==> config.mk <==
export PLATFORM = sky130hd
export DESIGN_NAME = mem_arbiter
export DESIGN_NICKNAME = d
export VERILOG_FILES = /design/src/rtl/mem_arbiter.sv
export SDC_FILE = /design/constraint.sdc
export NUM_CORES = 1
export LEC_CHECK = 0
export CELL_PAD_IN_SITES_DETAIL_PLACEMENT = 1
export CELL_PAD_IN_SITES_GLOBAL_PLACEMENT = 1
export CORE_AREA = 8 8 70 72
export CTS_BUF_LIST = sky130_fd_sc_hd__clkbuf_2 sky130_fd_sc_hd__clkbuf_4 sky130_fd_sc_hd__clkbuf_8
export DETAILED_ROUTE_END_ITERATION = 8
export DIE_AREA = 0 0 78 80
export PLACE_DENSITY = 0.95
export RECOVER_POWER = 50
export SLEW_MARGIN = 20
export SYNTH_ARGS = -nofsm -noshare
export SYNTH_HDL_FRONTEND = slang
export SYNTH_SLANG_ARGS = --single-unit
==> constraint.sdc <==
create_clock -name clk -period 3.95 [get_ports clk]
set_input_delay 0.79 -clock clk [delete_from_list [all_inputs] [get_ports clk]]
set_output_delay 0.79 -clock clk [all_outputs]
set_load 0.01 [all_outputs]
==> src/rtl/mem_arbiter.sv <==
// Shares one single-port memory between the CPU and a DMA/loader port.
// Owner-based FSM, one transfer per cycle, bounded bursts, tagged 1-cycle read return.
module mem_arbiter #(
  parameter int AWIDTH    = 5,
  parameter int DWIDTH    = 8,
  parameter int MAX_BURST = 4
) (
  input  logic              clk,
  input  logic              rst_,
  input  logic              cpu_req,
  input  logic              cpu_wr,
  input  logic [AWIDTH-1:0] cpu_addr,
  input  logic [DWIDTH-1:0] cpu_wdata,
  output logic              cpu_gnt,
  output logic              cpu_rvalid,
  output logic [DWIDTH-1:0] cpu_rdata,
  input  logic              dma_req,
  input  logic              dma_wr,
  input  logic [AWIDTH-1:0] dma_addr,
  input  logic [DWIDTH-1:0] dma_wdata,
  output logic              dma_gnt,
  output logic              dma_rvalid,
  output logic [DWIDTH-1:0] dma_rdata,
  output logic [AWIDTH-1:0] mem_addr,
  output logic [DWIDTH-1:0] mem_wdata,
  output logic              mem_rd,
  output logic              mem_wr,
  input  logic [DWIDTH-1:0] mem_rdata,
  output logic              busy,
  output logic [1:0]        dbg_state
);

  // Handshake: a requester holds req/wr/addr/wdata stable until gnt; a transfer
  // occurs in every cycle where req && gnt, and a read returns rvalid/rdata
  // exactly one cycle later on the same requester's port.

  typedef enum logic [1:0] {
    S_IDLE    = 2'd0,
    S_OWN_CPU = 2'd1,
    S_OWN_DMA = 2'd2
  } state_t;

  localparam int CW = (MAX_BURST > 1) ? $clog2(MAX_BURST) : 1;
  localparam logic [CW-1:0] CNT_MAX = CW'(MAX_BURST - 1);
  localparam logic [CW-1:0] CNT_ONE = CW'(1);

  state_t          r_state;
  state_t          w_next_state;
  logic [CW-1:0]   r_burst_cnt;
  logic [CW-1:0]   w_next_cnt;
  logic            r_tag_cpu;
  logic            r_tag_dma;

  always_ff @(posedge clk or posedge rst_) begin
    if (rst_) begin
      r_state     <= S_IDLE;
      r_burst_cnt <= '0;
      r_tag_cpu   <= 1'b0;
      r_tag_dma   <= 1'b0;
    end else begin
      r_state     <= w_next_state;
      r_burst_cnt <= w_next_cnt;
      r_tag_cpu   <= cpu_gnt & ~cpu_wr;
      r_tag_dma   <= dma_gnt & ~dma_wr;
    end
  end

  always_comb begin
    w_next_state = r_state;
    w_next_cnt   = r_burst_cnt;
    cpu_gnt      = 1'b0;
    dma_gnt      = 1'b0;
    mem_addr     = '0;
    mem_wdata    = '0;
    mem_rd       = 1'b0;
    mem_wr       = 1'b0;
    unique case (r_state)
      S_IDLE: begin
        w_next_cnt = '0;
        if (cpu_req)      w_next_state = S_OWN_CPU;
        else if (dma_req) w_next_state = S_OWN_DMA;
      end
      S_OWN_CPU: begin
        cpu_gnt = cpu_req;
        if (cpu_req) begin
          mem_addr  = cpu_addr;
          mem_wdata = cpu_wdata;
          mem_rd    = ~cpu_wr;
          mem_wr    = cpu_wr;
          if (r_burst_cnt != CNT_MAX) w_next_cnt = r_burst_cnt + CNT_ONE;
          // Burst exhausted while DMA waits: hand over with no idle cycle.
          if (dma_req && (r_burst_cnt == CNT_MAX)) begin
            w_next_state = S_OWN_DMA;
            w_next_cnt   = '0;
          end
        end else begin
          w_next_cnt   = '0;
          w_next_state = dma_req ? S_OWN_DMA : S_IDLE;
        end
      end
      S_OWN_DMA: begin
        dma_gnt = dma_req;
        if (dma_req) begin
          mem_addr  = dma_addr;
          mem_wdata = dma_wdata;
          mem_rd    = ~dma_wr;
          mem_wr    = dma_wr;
          if (r_burst_cnt != CNT_MAX) w_next_cnt = r_burst_cnt + CNT_ONE;
          if (cpu_req && (r_burst_cnt == CNT_MAX)) begin
            w_next_state = S_OWN_CPU;
            w_next_cnt   = '0;
          end
        end else begin
          w_next_cnt   = '0;
          w_next_state = cpu_req ? S_OWN_CPU : S_IDLE;
        end
      end
      default: begin
        w_next_state = S_IDLE;
        w_next_cnt   = '0;
      end
    endcase
  end

  // Read return follows the tag, not the state, so it survives an ownership change.
  assign cpu_rvalid = r_tag_cpu;
  assign cpu_rdata  = r_tag_cpu ? mem_rdata : '0;
  assign dma_rvalid = r_tag_dma;
  assign dma_rdata  = r_tag_dma ? mem_rdata : '0;
  assign busy       = (r_state != S_IDLE);
  assign dbg_state  = r_state;

endmodule
==> flow_summary.ini <==
[clock_network]
clock-sinks = 6
cts_resized = 0
cts-root-buf = clkbuf_8
clk_latency_ns = 0.22
cts_tree = done
cts_inserted_buffers = 3
clock_path_buffers = 2
post_cts_buffers = 0
htreeDepth = 1
hold_buffers = 0
clk_pin_slew_ns = 0.04

[synthesis]
yosysWarnings = 0
synth_top_area_cell = dfrtp_1
synth-main-ff-cell = dfrtp_1
syn_inst = 85
synth_edf_count = 0
synthDistinctLibCells = 25
syn_nets = 129
syn-cell-area_um2 = 795.8
syn_avg_cell_area_um2 = 9.362
ys_seq_elements = 6
synth_top_area_share_pct = 18.87
synth_area_leaders = dfrtp_1, a22oi_2, and2_1
async_reset_ff_share_pct = 100.0
ys_seq_area_share_pct = 18.87

[place]
portBuffers = 77
place_area_mm2 = 0.001577
place_ws_ns = 0.4301
gp_congestion = 0.6932
place_hpwl_mm = 2.809

[layout]
area_growth_pct = 101.9
final_area_mm2 = 0.001607
ff_latch_area_um2 = 150.1
antennaDiodeCount = 0
utilization_pct = 41.66
nFillCells = 461
drive_gt1_share_pct = 11.25
multi_input_area_um2 = 561.8
fin_nets = 206

[sta]
rsz0062_at_grt = no
worst_slack_ns = 0.4266
slew_headroom_pct = 66.16
period_share_pct = 89.20
finalHoldViolations = 0
final.min_clock_period_ns = 3.523
setup_viol = 0
skew_ns = 0.003856
slew_viol_final = 0
fin_tns_setup_ns = 0
worst_slew_pin_slew_ns = 0.5076
fmax_ghz = 0.2838

[route]
ant_nets = 0
viasPerCell = 4.395
wirelength_mm = 3.370
post_drt_wl_per_cell_um = 16.05
num_vias = 923
initialDrtViolationCount = 17
drt_drc_violations_left = 0
drt-pass1-iter-count = 4

[job]
maxCapViolCount = 0

[floorplan]
die_w_um = 78
core_mm2 = 0.003856
chipHeight_um = 80
num_io_pins = 78
start_util_pct = 20.64
die_area_mm2 = 0.006240
placementRows = 23

[hold_path]
hold_start = r_burst_cnt[1]$_DFF_PP0_
hold_path_depth = 1
hold_path_class = flop to flop
hold_path_end = r_burst_cnt[1]$_DFF_PP0_

[worst_setup_path]
crit_required_ns = 3.16
timing.rr.end = dbg_state[0]$_DFFE_PP0P_
worstSetupPathType = input port to primary output
crit_path_end_kind = primary output
ff2ff_path_depth = 5
crit_arrival_ns = 2.73
startpoint = cpu_req
crit_fanout = 16
r2r_start = dbg_state[0]$_DFFE_PP0P_
cp-start-kind = input port
rrSetupSlack_ns = 2.26

[global_routing]
grt_max_degree = 18
grtUsageTotal_pct = 10.44
antenna_found_initial = 0
grt_remaining_overflow = 0
grt_first_pass_wirelength_mm = 5.216
first_global_vias = 1023

[power]
p_per_area_mw_per_mm2 = 418.7
p_leak_nw = 0.6383
vdd_drop_max_uv = 365.2

[outcome]
status = completed
[synth_stat cells, types with 2 or more instances]
cell / n
nor2b_1: 15
dfrtp_1: 6
and3_1: 2
o32ai_2: 2
buf_6: 3
inv_1: 4
and2_1: 17
o21a_1: 2
a22oi_2: 10
a22oi_1: 5
ha_1: 4
nor2_1: 2
[stage by stage]
step	hold WS, ns	power (W)	cells
final	0.5566	0.0006727	210
after global routing	0.5961	0.0007243	210
after CTS	0.5454	0.0007027	210
after detailed placement	0.5327	0.0006075	207
after global placement	0.5250	0.0005956	207
after floorplan	0.4958	0.0003986	85
[kinds of logic after synthesis]
group	after synthesis	share of synthesized area, %
fa+ha+maj	4	6.290
buf+inv	10	9.117
simple gates	41	33.02
mux	1	1.258
compound gates	23	31.45
flops	6	18.87
[cell type report]
class / instances / area share [%]
Tap cell: 50 / 3.894
Timing Repair Buffer: 77 / 47.98
Clock buffer: 3 / 2.570
Multi-Input combinational cell: 69 / 34.97
Inverter: 5 / 1.246
Sequential cell: 6 / 9.346
[worst max-delay path, cell delays in order]
cell	delay, ns
dlygate4sd3_1	0.72
and2_4	0.36
nor2b_4	0.19
o21a_1	0.13
clkdlybuf4s50_1	0.53
[cell usage in the layout, fill, tap and decap left out, drive strengths merged, types with 2 or more instances in the layout]
cell,netlist,layout
nor2b,16,16
and3,2,2
nor2,2,2
dfrtp,6,6
o32ai,2,2
ha,4,4
a22oi,15,15
o21a,2,2
inv,4,4
and2,18,18
clkdlybuf4s50,0,61
dlygate4sd3,0,16
clkbuf,1,3
[per-layer routing]
layer | vias to the layer above | share of wire, % | wire, µm | GRT usage, %
met3 | 2 | 6.9 | 234 | 2.477
met2 | 47 | 52 | 1756 | 18.96
met5 | - | 0 | 0 | 0
met4 | 0 | 1.2 | 41 | 5.000
li1 | 447 | - | - | -
met1 | 427 | 40 | 1338 | 11.11
[sequential cells by signal, summed over array words and instances (netlist names)]
register     flops
dbg_state        2
r_burst_cnt      2
dma_rvalid       1
cpu_rvalid       1
[power breakdown]
part	leakage, nW	internal, W	switching (W)
registers	0.0803	0.0000801	0.0000217
logic	0.536	0.000261	0.000218
clock network	0.0216	0.0000655	0.0000264
[how the worst max path moves through the flow]
stage	end	cells after the start	slack (ns)
after floorplan	mem_addr[1]	6	1.61
after CTS	mem_rd	5	0.43
after global routing	mem_addr[3]	5	0.31
after detailed placement	mem_rd	5	0.43
after global placement	mem_rd	5	0.50
final	mem_rd	5	0.43
No activity file was read; power rests on OpenSTA's default activity.
==> RTL edit 1, RTL diff (same flow settings) <==
Make the reset (`rst_`) synchronous in one clocked block.
--- a/src/rtl/mem_arbiter.sv
+++ b/src/rtl/mem_arbiter.sv
@@ -52,5 +52,5 @@
   logic            r_tag_dma;
 
-  always_ff @(posedge clk or posedge rst_) begin
+  always_ff @(posedge clk) begin
     if (rst_) begin
       r_state     <= S_IDLE;
Behaviour: differs if rst_ is asserted again (counterexample within 4 cycles, from zero or initial values and one cycle with rst_ high); with rst_ held inactive, the same outputs for 10 cycles.
==> RTL edit 1 against the original RTL <==
  * Final cell count is 2.4% higher
  * Largest power group unchanged
  * Core utilization shrank 1.9 points
  * Setup slack got worse by 0.14 ns
  * Final area fell by 4.5%
  * Power shrank 15%
  * Sequential cell count unchanged
  * Area after synthesis fell by 13%
  * Critical endpoint is now mem_addr[4]
  * Routed wire length shrank 1.9%
==> RTL edit 1: results (changes against the original RTL) <==
metric	value	unit	change
hold_path.class	reg2reg		
cts_made_buffers	3		unchanged
grt_usage	10.49	%	+0.053 points
first_global_vias	1053		+2.9%
synthTopCellsByCount	17 x and2_1, 15 x nor2b_1, 14 x a22oi_1		
ys_types	22		-12%
viasPerCell	4.447		+1.2%
grt_pass1_wl	5299	um	+1.6%
clock_latency	0.23	ns	
clockBufferDepth	2		unchanged
synth_area_leaders	dfxtp_1 17%, and2_1 15%, a22oi_1 15%		
synth_seq_area_share	17.27	%	-1.6 points
p_seq_share	15.7	%	+0.6 points
cts_root_buf	clkbuf_8		
cts.clk_slew.worst_paths	0.03	ns	
post_cts_buffers	0		unchanged
n_antenna_cell	0		unchanged
pwr-share-comb	67.7	%	-3.5 points
vdd_drop_max	0.0002317	V	-37%
first_iter_violations	17		unchanged
htreeDepth	1		unchanged
port_buffers	77		unchanged
wl_per_cell	15.38	um	-4.2%
async_flop_share	0	%	-100 points
fin_skew	0.006908	ns	+0.003052 ns
place_congestion	0.7131		+2.9%
n_fill_cell	464		+0.65%
drt-total-wl	3307	um	-1.9%
pre_cts_ws	0.3279	ns	-0.1023 ns
antenna_found_initial	0		unchanged
worstPathArrival	2.87	ns	+0.14 ns
fin_ws	0.2873	ns	-0.1393 ns
first_pass_iters	4		unchanged
hold_buffers	0		unchanged
grt_max_degree	18		unchanged
synth_nets	133		+3.1%
worstMarginPinSlew	0.9350	ns	+0.4273 ns
drive_above_1_share	1.818	%	-9.4 points
p_int	0.0003499	W	-14%
ctsResizeCount	0		unchanged
power.leakage	0.6086	nW	-4.7%
dominantRegCellSynth	dfxtp_1		
finalNetCount	211		+2.4%
r2r_slack	1.79	ns	-0.47 ns
dpl.hpwl	2749	um	-2.2%
worst-path-max-fanout	15		-1
syn_avg_cell_area	7.816	um2	-17%
synth_warnings	0		unchanged
status	complete, no violations		
RTL edit 1: cell type report:
| cell class | instances | area, um2 | area share (%) |
|---|---|---|---|
| well taps | 50 | 62.56 | 4.078 |
| multi-input cells | 74 | 520.5 | 33.93 |
| repair buffers | 77 | 770.7 | 50.24 |
| inverters | 5 | 18.77 | 1.223 |
| flip-flops and latches | 6 | 120.1 | 7.830 |
| clock buffers | 3 | 41.29 | 2.692 |
RTL edit 1: path summary, 6_finish.rpt:
| check | start | end | cells past startpoint |
|---|---|---|---|
| worst max-delay path | cpu_req | mem_addr[4] | 6 |
| worst min register to register | r_burst_cnt[1] | r_burst_cnt[1] | 2 |
| worst min-delay path | r_burst_cnt[1] | r_burst_cnt[1] | 2 |
| worst max register to register | dbg_state[0] | dbg_state[1] | 5 |
RTL edit 1: cell families after synthesis:
family | share of synthesized area (%)
AND/OR/NAND/NOR | 41.19
AO/OA/AOI/OAI | 26.26
buffers and inverters | 5.217
flip-flops | 17.27
adder cells (fa/ha/maj) | 7.195
multiplexers | 2.878
RTL edit 1: through the flow:
step	power [W]	hold slack, ns	instance area [um2]	util, %
after global routing	0.0006228	0.5496	1534	39.78
final	0.0005707	0.4958	1534	39.78
after floorplan	0.0003229	0.4735	695.7	-
after CTS	0.0006108	0.5012	1553	40.27
after detailed placement	0.0005113	0.4964	1511	39.20
after global placement	0.0004977	0.5004	1511	39.20
RTL edit 1: per-layer routing:
layer	global-route usage (%)	wire length, um	vias to the layer above
li1	-	-	465
met2	17.54	1554	53
met1	11.32	1381	436
met4	2.222	10	0
met3	5.968	360	2
met5	0	0	-
RTL edit 1: worst max-delay path: stages:
cell	delay, ns
dlygate4sd3_1	0.65
nand2_1	0.13
inv_1	0.40
a22oi_1	0.17
nor2b_1	0.16
clkdlybuf4s50_1	0.57
==> RTL edit 2, RTL diff (same flow settings) <==
Made on the original files. `AWIDTH`: 5 -> 7.
--- a/src/rtl/mem_arbiter.sv
+++ b/src/rtl/mem_arbiter.sv
@@ -2,5 +2,5 @@
 // Owner-based FSM, one transfer per cycle, bounded bursts, tagged 1-cycle read return.
 module mem_arbiter #(
-  parameter int AWIDTH    = 5,
+  parameter int AWIDTH    = 7,
   parameter int DWIDTH    = 8,
   parameter int MAX_BURST = 4
Ports: changed (resized cpu_addr, dma_addr and mem_addr); port bits go from 78 to 84. The function was not compared with the original's and may differ.
==> RTL edit 2 against the original RTL <==
  * Final area barely moved
  * Sequential cell count did not move
  * Worst hold slack got worse by 0.0084 ns
  * Setup slack improved by 0.095 ns
  * Power fell by 4.4%
  * Global-route usage fell by 0.35 points
  * Non-clock buffer count rose by 6
  * Area after synthesis fell by 11%
  * Routed wire length rose by 0.62%
  * Count of clock-buffer cells in the layout did not move
  * Synthesized cell count rose by 1.2%
  * Sequential share of layout area barely moved
  * Largest power group unchanged
==> RTL edit 2: results (changes against the original RTL) <==
metric	value	unit	change
power.leakage	0.6473	nW	+1.4%
drive_above_1_share	2.994	%	-8.3 points
fin_skew	0.001750	ns	-0.002106 ns
ys_types	21		-16%
dpl.hpwl	2837	um	+0.98%
synth_cells	86		+1.2%
timing.rr.end	dbg_state[1]		
worstPathArrival	2.64	ns	-0.09 ns
first_global_vias	1021		-0.20%
buf_share	51.75	%	+3.8 points
synthTopCellsByCount	18 x nor2b_1, 16 x a22oi_1, 16 x and2_1		
first_iter_violations	15		-2
dpl.cell_count	214		+3.4%
port_buffers	83		+7.8%
worst-path-max-fanout	20		+4
vdd_drop_max	0.0001602	V	-56%
sh_seq_area	9.353	%	about the same
slew_headroom	69.91	%	+3.8 points
nMultiInputCombCells	71		+2.9%
n_fill_cell	460		-0.22%
pre_cts_ws	0.5913	ns	+0.1612 ns
final-clk-cell-share	2.572	%	about the same
place_congestion	0.7362		+6.2%
grt_pass1_wl	5030	um	-3.6%
synth_area_leaders	dfrtp_1 21%, a22oi_1 17%, nor2b_1 16%		
status	complete, no violations		
## RTL edit 2: worst max-delay path by stage
stage                 start     end  slack (ns)
floorplan           dma_req  mem_rd        1.72
global placement    cpu_req  mem_rd        0.63
detailed placement  cpu_req  mem_rd        0.59
CTS                 cpu_req  mem_rd        0.58
global route        cpu_req  mem_rd        0.44
finish              cpu_req  mem_rd        0.52
## RTL edit 2: layer usage
layer	track usage [%]	wire (um)
met1	9.496	1210
met2	19.55	1890
met3	3.829	255
met4	3.333	34
met5	0	0
## RTL edit 2: cells by family (layout without fill, tap and decap cells)
logic type	count (synthesis)	count (layout)	synth area share (%)
adders and majority gates	4	4	7.080
buffers and inverters	9	90	7.255
DFF	6	6	21.24
and+or+nand+nor	43	43	37.88
AOI/OAI and AO/OA	24	24	26.55
## RTL edit 2: report_power, final
group	switching (W)	leakage, nW	internal (W)	total [W]
Clock	0.0000247	0.0216	0.0000653	0.0000900
Combinational	0.000200	0.545	0.000255	0.000455
Sequential	0.0000194	0.0803	0.0000784	0.0000978
